===== src/rtl/neuron_pkg.sv =====
// Shared types, default widths and activation bound helpers for the neuron output accumulator.
package neuron_pkg;

    typedef enum logic [1:0] {
        IDLE  = 2'd0,
        ACCUM = 2'd1,
        ACT   = 2'd2
    } state_t;

    localparam int DEF_N_INPUTS = 16;
    localparam int DEF_DATA_W   = 8;
    localparam int DEF_WEIGHT_W = 8;
    localparam int DEF_BIAS_W   = 16;
    localparam int DEF_ACC_W    = 24;
    localparam int DEF_SHIFT    = 4;
    localparam int DEF_OUT_W    = 9;

    // Beat counter must be at least one bit wide even for single-beat jobs.
    function automatic int count_w(input int n);
        return (n > 1) ? $clog2(n) : 1;
    endfunction

    function automatic int relu_max(input int w);
        return (1 << w) - 1;
    endfunction

    function automatic int sat_max(input int w);
        return (1 << (w - 1)) - 1;
    endfunction

    function automatic int sat_min(input int w);
        return -(1 << (w - 1));
    endfunction

    localparam int RELU_MAX = relu_max(DEF_OUT_W);
    localparam int SAT_MAX  = sat_max(DEF_OUT_W);
    localparam int SAT_MIN  = sat_min(DEF_OUT_W);

endpackage


===== src/rtl/neuron_activation_sat.sv =====
// Fixed-point rescale and output activation: ReLU with unsigned clamp when NEURON_RELU_EN
// is defined, otherwise signed saturation to the OUT_W two's-complement range.
module neuron_activation_sat
    import neuron_pkg::*;
#(
    parameter int ACC_W = DEF_ACC_W,
    parameter int SHIFT = DEF_SHIFT,
    parameter int OUT_W = DEF_OUT_W
) (
    input  logic signed [ACC_W-1:0] acc,
    output logic        [OUT_W-1:0] result
);

    logic signed [ACC_W-1:0] s;

    assign s = acc >>> SHIFT;

`ifdef NEURON_RELU_EN
    localparam logic signed [ACC_W-1:0] HI = ACC_W'(relu_max(OUT_W));

    always_comb begin
        result = s[OUT_W-1:0];
        if (s < 0)
            result = '0;
        else if (s > HI)
            result = '1;
    end
`else
    localparam logic signed [ACC_W-1:0] HI = ACC_W'(sat_max(OUT_W));
    localparam logic signed [ACC_W-1:0] LO = ACC_W'(sat_min(OUT_W));

    always_comb begin
        result = s[OUT_W-1:0];
        if (s > HI)
            result = HI[OUT_W-1:0];
        else if (s < LO)
            result = LO[OUT_W-1:0];
    end
`endif

endmodule


===== src/rtl/neuron_output_accumulator.sv =====
// One output neuron per job: bias + sum of N_INPUTS signed products, then rescale and activation.
// Activation mode is selected by the NEURON_RELU_EN macro (see neuron_activation_sat).
module neuron_output_accumulator
    import neuron_pkg::*;
#(
    parameter int N_INPUTS = DEF_N_INPUTS,
    parameter int DATA_W   = DEF_DATA_W,
    parameter int WEIGHT_W = DEF_WEIGHT_W,
    parameter int BIAS_W   = DEF_BIAS_W,
    parameter int ACC_W    = DEF_ACC_W,
    parameter int SHIFT    = DEF_SHIFT,
    parameter int OUT_W    = DEF_OUT_W
) (
    input  logic                       clk,
    input  logic                       reset,
    input  logic                       start,
    input  logic signed [BIAS_W-1:0]   bias,
    input  logic                       in_valid,
    output logic                       in_ready,
    input  logic signed [DATA_W-1:0]   in_data,
    input  logic signed [WEIGHT_W-1:0] in_weight,
    output logic                       busy,
    output logic                       done,
    output logic        [OUT_W-1:0]    out_data
);

    localparam int                COUNT_W = count_w(N_INPUTS);
    localparam logic [COUNT_W-1:0] LAST   = COUNT_W'(N_INPUTS - 1);

    state_t                            state;
    logic signed [ACC_W-1:0]           acc;
    logic        [COUNT_W-1:0]         count;
    logic signed [DATA_W+WEIGHT_W-1:0] prod;
    logic        [OUT_W-1:0]           act_val;

    assign prod = in_data * in_weight;

    neuron_activation_sat #(
        .ACC_W (ACC_W),
        .SHIFT (SHIFT),
        .OUT_W (OUT_W)
    ) u_act (
        .acc    (acc),
        .result (act_val)
    );

    always_ff @(posedge clk) begin
        if (reset) begin
            state    <= IDLE;
            acc      <= '0;
            count    <= '0;
            in_ready <= 1'b0;
            busy     <= 1'b0;
            done     <= 1'b0;
            out_data <= '0;
        end else begin
            done <= 1'b0;
            unique case (state)
                IDLE: begin
                    if (start) begin
                        acc      <= ACC_W'(bias);
                        count    <= '0;
                        state    <= ACCUM;
                        in_ready <= 1'b1;
                        busy     <= 1'b1;
                    end
                end
                ACCUM: begin
                    if (in_valid && in_ready) begin
                        acc <= acc + ACC_W'(prod);
                        if (count == LAST) begin
                            count    <= '0;
                            state    <= ACT;
                            in_ready <= 1'b0;
                        end else begin
                            count <= count + COUNT_W'(1);
                        end
                    end
                end
                ACT: begin
                    // acc is final here; the result lands together with the done pulse.
                    out_data <= act_val;
                    done     <= 1'b1;
                    busy     <= 1'b0;
                    state    <= IDLE;
                end
                default: state <= IDLE;
            endcase
        end
    end

endmodule


===== config.mk =====
export PLATFORM = sky130hd
export DESIGN_NAME = neuron_output_accumulator
export DESIGN_NICKNAME = d
export VERILOG_FILES = /design/src/rtl/neuron_pkg.sv /design/src/rtl/neuron_activation_sat.sv /design/src/rtl/neuron_output_accumulator.sv
export SDC_FILE = /design/constraint.sdc
export NUM_CORES = 1
export LEC_CHECK = 0
export BUFFER_PORTS_ARGS = -buffer_cell sky130_fd_sc_hd__buf_2
export CAP_MARGIN = 20
export CORE_MARGIN = 3
export CORE_UTILIZATION = 50
export DETAILED_ROUTE_END_ITERATION = 7
export PLACE_DENSITY_LB_ADDON = 0.25
export SKIP_LAST_GASP = 1
export SLEW_MARGIN = 20
export SYNTH_ARGS = -nofsm -noshare
export SYNTH_HDL_FRONTEND = slang
export SYNTH_HIERARCHICAL = 1
export SYNTH_SLANG_ARGS = --single-unit
export TNS_END_PERCENT = 5

===== constraint.sdc =====
create_clock -name clk -period 8.1 [get_ports clk]
set_clock_uncertainty 0.15 [all_clocks]
set_input_delay 0.81 -clock clk [delete_from_list [all_inputs] [get_ports clk]]
set_output_delay 0.81 -clock clk [all_outputs]
set_load 0.005 [all_outputs]

==> results of run 1 <==
-- per-stage QoR --
stage                     hold slack (ns)  std cells  utilization  setup WS, ns  cell area, sq um
after detailed placement            0.303        826        0.551          1.74              6400
final                               0.310        834        0.564          2.04              6550
after CTS                           0.311        834        0.564          2.03              6550
after global routing                0.326        834        0.564          1.54              6550
after global placement              0.295        826        0.551          1.83              6400
after floorplan                     0.296        654            -          2.20              6060
-- sequential cells by signal, indices dropped and copies added (netlist names) --
signal / flops
acc: 24
busy: 1
count: 4
out_data: 9
done: 1
in_ready: 1
state: 2
-- worst max-delay path, stage by stage --
cell       delay [ns]
buf_2            0.16
and2_1           0.75
inv_1            0.14
fa_1             0.53
inv_1            0.05
fa_1             0.51
fa_1             0.45
fa_1             0.57
fa_1             0.42
ha_1             0.36
o21ai_0          0.24
o21bai_1         0.12
a2111oi_2        0.40
nor3_2           0.09
xor2_1           0.15
mux2i_1          0.09
a211oi_1         0.24
-- per-layer routing --
layer | vias up | track usage | wire length [microns]
met2 | 74 | 0.390 | 6870
met1 | 2260 | 0.280 | 5740
met5 | - | 0 | 0
met3 | 9 | 0.0181 | 407
li1 | 2202 | - | -
met4 | 0 | 0.0286 | 104
-- cell type report --
cell class                      instances  area (sq um)  area share
Inverter                               98           368      0.0562
Tap cell                              143           179      0.0273
Clock inverter                          1          5.00    0.000765
Sequential cell                        42           841       0.128
Clock buffer                            7           143      0.0218
Timing Repair Buffer                   48           243      0.0371
Multi-Input combinational cell        495          4770       0.728
-- final timing paths --
path | startpoint | end | slack (ns)
setup / recovery | in_weight[0] | acc[12] | 2.04
hold / removal | out_data[7] | out_data[7] | 0.31
hold reg to reg | out_data[7] | out_data[7] | 0.31
setup reg to reg | acc[4] | acc[12] | 3.06
-- logic make-up after synthesis --
logic type / count (synthesis) / synth area share
muxes: 2 / 0.00330
adders and majority gates: 159 / 0.457
AOI/OAI and AO/OA: 103 / 0.123
DFF: 42 / 0.139
xor gates and xnor gates: 24 / 0.0347
buffers and inverters: 117 / 0.0747
and+or+nand+nor: 207 / 0.169
-- cells in the final DEF, fill, tap and decap left out, types with 2 or more instances in the layout --
cell	Yosys	routed
a211oi_1	5	5
a21o_1	12	12
a21oi_1	28	28
a21oi_2	3	3
a22oi_1	2	2
a311oi_1	6	6
a31oi_1	5	5
and2_1	35	34
buf_2	4	47
clkbuf_16	0	5
dfxtp_1	42	42
fa_1	104	104
ha_1	55	55
inv_1	97	97
mux2i_1	2	2
nand2_1	66	66
nand2b_1	6	6
nand3_1	5	5
nand3b_1	2	2
nand4_1	5	5
nand4b_1	2	2
nor2_1	51	51
nor2b_1	3	3
nor3_1	15	15
nor3_2	2	2
nor4_1	8	8
o21ai_0	13	13
o21ai_1	4	4
o21bai_1	5	5
xnor2_1	14	14
xor2_1	10	10
==> key figures, run 1 <==
Placed design
  • DPL Wire Length: 11100 microns
  • Port-buffer cells: 47
  • Final GP Congestion: 0.834

Synthesis
  • Mapped Area: 6060 sq um
  • Async SR Flop Fraction: 0
  • Post-Syn Nets: 849
  • Synth cell count leaders: 104 x fa_1, 97 x inv_1, 66 x nand2_1, 55 x ha_1, 51 x nor2_1
  • Seq/Total Area, Yosys: 0.139
  • Share of the synthesized area in the top cell type: 0.344
  • Library cells used by synthesis: 61
  • Synth top area cells: fa_1 34%, dfxtp_1 14%, ha_1 11%
  • Cell count after synthesis: 654
  • Yosys warning total: 6
  • #FFs+latches synth: 42
  • Top FF cell, synth: dfxtp_1
  • Post-synth EDFFs: 0
  • Biggest area consumer among synthesized cells: fa_1
  • Synthesized area per cell: 9.27 sq um
  • Most frequent cell after synthesis: fa_1

Timing
  • RSZ-0062 raised after global routing: no
  • Worst Tran Pin Value: 1.14 ns
  • Slew Limit Fails: 0
  • Final hold vios: 0
  • Normalized max-slew margin: 0.236
  • Setup TNS: 0 ns
  • # setup viols final: 0
  • Fmax: 165 MHz
  • Minimum clock period: 6.06 ns
  • Fin crit share: 0.749

Route
  • Routed vias: 4545
  • Pre-Repair DR Iteration Count: 4
  • DRT antenna net count: 0
  • Initial drt markers: 176
  • Post-DR wirelength/cell: 15.7 microns
  • Via/cell ratio: 5.45
  • # DRC: 0
  • Routed WL: 13100 microns

Clock tree
  • Clock H-tree levels: 2
  • Setup Buffers After CTS: 0
  • CTS Root Cell: clkbuf_16
  • Clk buf depth: 2
  • CTS tree: yes
  • CTS Buf Count: 5
  • Sink count of the clock tree: 42
  • Clk_lat worst skew: 0.28 ns
  • Clk pin slew, worst setup/hold paths: 0.06 ns
  • Hold-fix buffers, CTS: 0
  • PostCTS Resize Cnt: 0

Finish
  • Area growth, synth to finish: 8.01%
  • Final net count: 885
  • Layout cells sized above 1: 0.109
  • Number of diodes: 0
  • Fill cells: 1081

Global routing
  • Initial antenna violation count: 0
  • Pin count of the biggest net entering global routing: 40
  • Tot GR Track Use: 0.212
  • Gr ovfl total: 0
  • First-pass GRT wire length: 23100 microns
  • Vias in the first global route: 4977

Status
  • Outcome: complete, no violations

Setup path
  • CP required: 8.14 ns
  • Worst setup EP type: flop
  • Crit-path max FO: 17
  • Critical path class: input pin to flop
  • CP Launch Type: input pin
  • Worst Path Arrival: 6.11 ns
  • FF-to-FF path depth: 18

Floorplanning
  • Die footprint: 13500 sq um
  • Core footprint: 11600 sq um
  • Starting Density: 0.522
  • Die height: 116 microns
  • Die Wd: 116 microns
  • Num rows: 39
  • I/O pin count: 48

Min path
  • Hold Path Depth: 2
  • Hold/Removal Path Class: flop to flop

Run
  • Max cap viols: 0
Power of run 1 is left out: the tool's default activity adds up to more than one toggle a clock period on the data nets, which glitch-free logic cannot reach.
==> run 2, diff against run 1 <==
clock period = 6 ns   (was 8.1 ns; I/O delays follow)
==> key figures, run 2 (same netlist as run 1, synthesis figures left out) <==
Status
  • Outcome: complete, no violations

Route
  • # DRC: 0 (unchanged)
  • Routed WL: 13000 microns (-0.98%)
  • Via/cell ratio: 5.41 (-0.81%)
  • Post-DR wirelength/cell: 15.5 microns (-1.4%)
  • Pre-Repair DR Iteration Count: 4 (unchanged)
  • Initial drt markers: 174 (-1.1%)
  • DRT antenna net count: 0 (unchanged)
  • Routed vias: 4530 (-0.33%)

Timing
  • RSZ-0062 raised after global routing: no
  • Normalized max-slew margin: 0.489 (+0.253)
  • Fmax: 182 MHz
  • # setup viols final: 0 (unchanged)
  • Minimum clock period: 5.50 ns
  • Worst Tran Pin Value: 0.763 ns (-0.381 ns)
  • Slew Limit Fails: 0 (unchanged)
  • Setup TNS: 0 ns (unchanged)
  • Fin crit share: 0.916
  • Final hold vios: 0 (unchanged)

Setup path
  • Crit path cell chain: buf_2 > nand2_1 > inv_1 > fa_1 > inv_1 > fa_1 > inv_1 > fa_1 > fa_1 > ha_1 > ha_1 > a211oi_1 > nor2_1 > o41a_1 > a21o_1 > a21oi_1 > a2111o_1 > nand2_1
  • Max stage delay on crit path: 0.64 ns (-0.11 ns)
  • Critical-path top delay cell: fa_1
  • Crit-path max FO: 8 (-9)
  • Worst Path Arrival: 5.52 ns (-0.59 ns)
  • CP required: 6.02 ns (-2.12 ns)
  • Worst setup EP type: flop
  • Critical path class: input pin to flop
  • CP Launch Type: input pin
  • Most common cell on crit path: fa_1

Run
  • Max cap viols: 0 (unchanged)

Clock tree
  • Clk buf depth: 2 (unchanged)
  • CTS Root Cell: clkbuf_16
  • Clk pin slew, worst setup/hold paths: 0.06 ns (about the same)
  • Clk_lat worst skew: 0.28 ns (about the same)
  • Sink count of the clock tree: 42 (unchanged)
  • Hold-fix buffers, CTS: 0 (unchanged)
  • CTS Buf Count: 5 (unchanged)
  • Setup Buffers After CTS: 0 (unchanged)
  • PostCTS Resize Cnt: 0 (unchanged)
  • CTS tree: yes
  • Clock H-tree levels: 2 (unchanged)

Min path
  • Hold/Removal Path Class: flop to flop

Finish
  • Layout cells sized above 1: 0.115 (+0.00657)
  • FF/Latch Area: 841 sq um (unchanged)
  • Area growth, synth to finish: 8.44%
  • Top Registers: acc: 24 flops, out_data: 9 flops, count: 4 flops
  • Most common cell after layout, fill and taps aside: fa_1
  • Largest Register: acc
  • Final net count: 890 (+0.56%)
  • Fill cells: 1088 (+0.65%)
  • Largest register FFs: 24 (unchanged)
  • Multi-input gate area: 4770 sq um (about the same)
  • Most frequent cells in the layout: 104 x fa_1, 97 x inv_1, 66 x nand2_1, 55 x ha_1, 51 x nor2_1
  • Number of diodes: 0 (unchanged)

Placed design
  • Final GP Congestion: 0.856 (+2.6%)
  • Port-buffer cells: 47 (unchanged)
  • DPL Wire Length: 11100 microns (-0.51%)

Floorplanning
  • Core footprint: 11600 sq um (unchanged)
  • Starting Density: 0.522 (unchanged)
  • Die Wd: 116 microns (unchanged)
  • Die footprint: 13500 sq um (unchanged)
  • Die height: 116 microns (unchanged)
  • I/O pin count: 48 (unchanged)
  • Num rows: 39 (unchanged)

Global routing
  • Pin count of the biggest net entering global routing: 40 (unchanged)
  • Gr ovfl total: 0 (unchanged)
  • Vias in the first global route: 4879 (-2.0%)
  • Tot GR Track Use: 0.212 (about the same)
  • Initial antenna violation count: 0 (unchanged)
  • First-pass GRT wire length: 22900 microns (-0.96%)
==> run 2: metrics by stage <==
stage	setup slack (ns)	hold slack (ns)	std cells	area, sq um	util
6_report	0.505	0.304	838	6570	0.566
5_1_grt	0.182	0.327	838	6570	0.566
3_3_place_gp	0.372	0.295	831	6430	0.554
3_5_place_dp	0.234	0.297	831	6430	0.554
2_1_floorplan	0.305	0.296	654	6060	-
4_1_cts	0.514	0.305	838	6570	0.566
==> run 2: final timing paths <==
kind	start	endpoint	slack, ns	cells after the start
min	out_data[7]	out_data[7]	0.30	2
max	in_weight[3]	acc[23]	0.50	18
max reg2reg	acc[4]	acc[16]	0.98	18
min reg2reg	out_data[7]	out_data[7]	0.30	2
==> run 2: per-layer routing <==
metal  global-route usage  vias to the layer above  part of all wire
met2                0.387                       65              0.53
met1                0.273                     2237              0.42
met5                    0                        -                 0
met4               0.0394                        0             0.015
li1                     -                     2213                 -
met3               0.0259                       15             0.029
==> run 2: cell type report <==
cell class	count	share of cell area
Sequential cell	42	0.128
Multi-Input combinational cell	495	0.726
Clock inverter	2	0.00152
Tap cell	143	0.0272
Timing Repair Buffer	53	0.0426
Clock buffer	5	0.0190
Inverter	98	0.0560
==> run 2: critical path: cells and delay by family <==
family / cells / cell delay, ns
buffers and inverters: 4 / 0.54
adder cells (fa/ha/maj): 6 / 2.89
AND/OR/NAND/NOR: 3 / 0.28
AO/OA/AOI/OAI: 5 / 1.19
Power of run 2 is left out for the same reason.
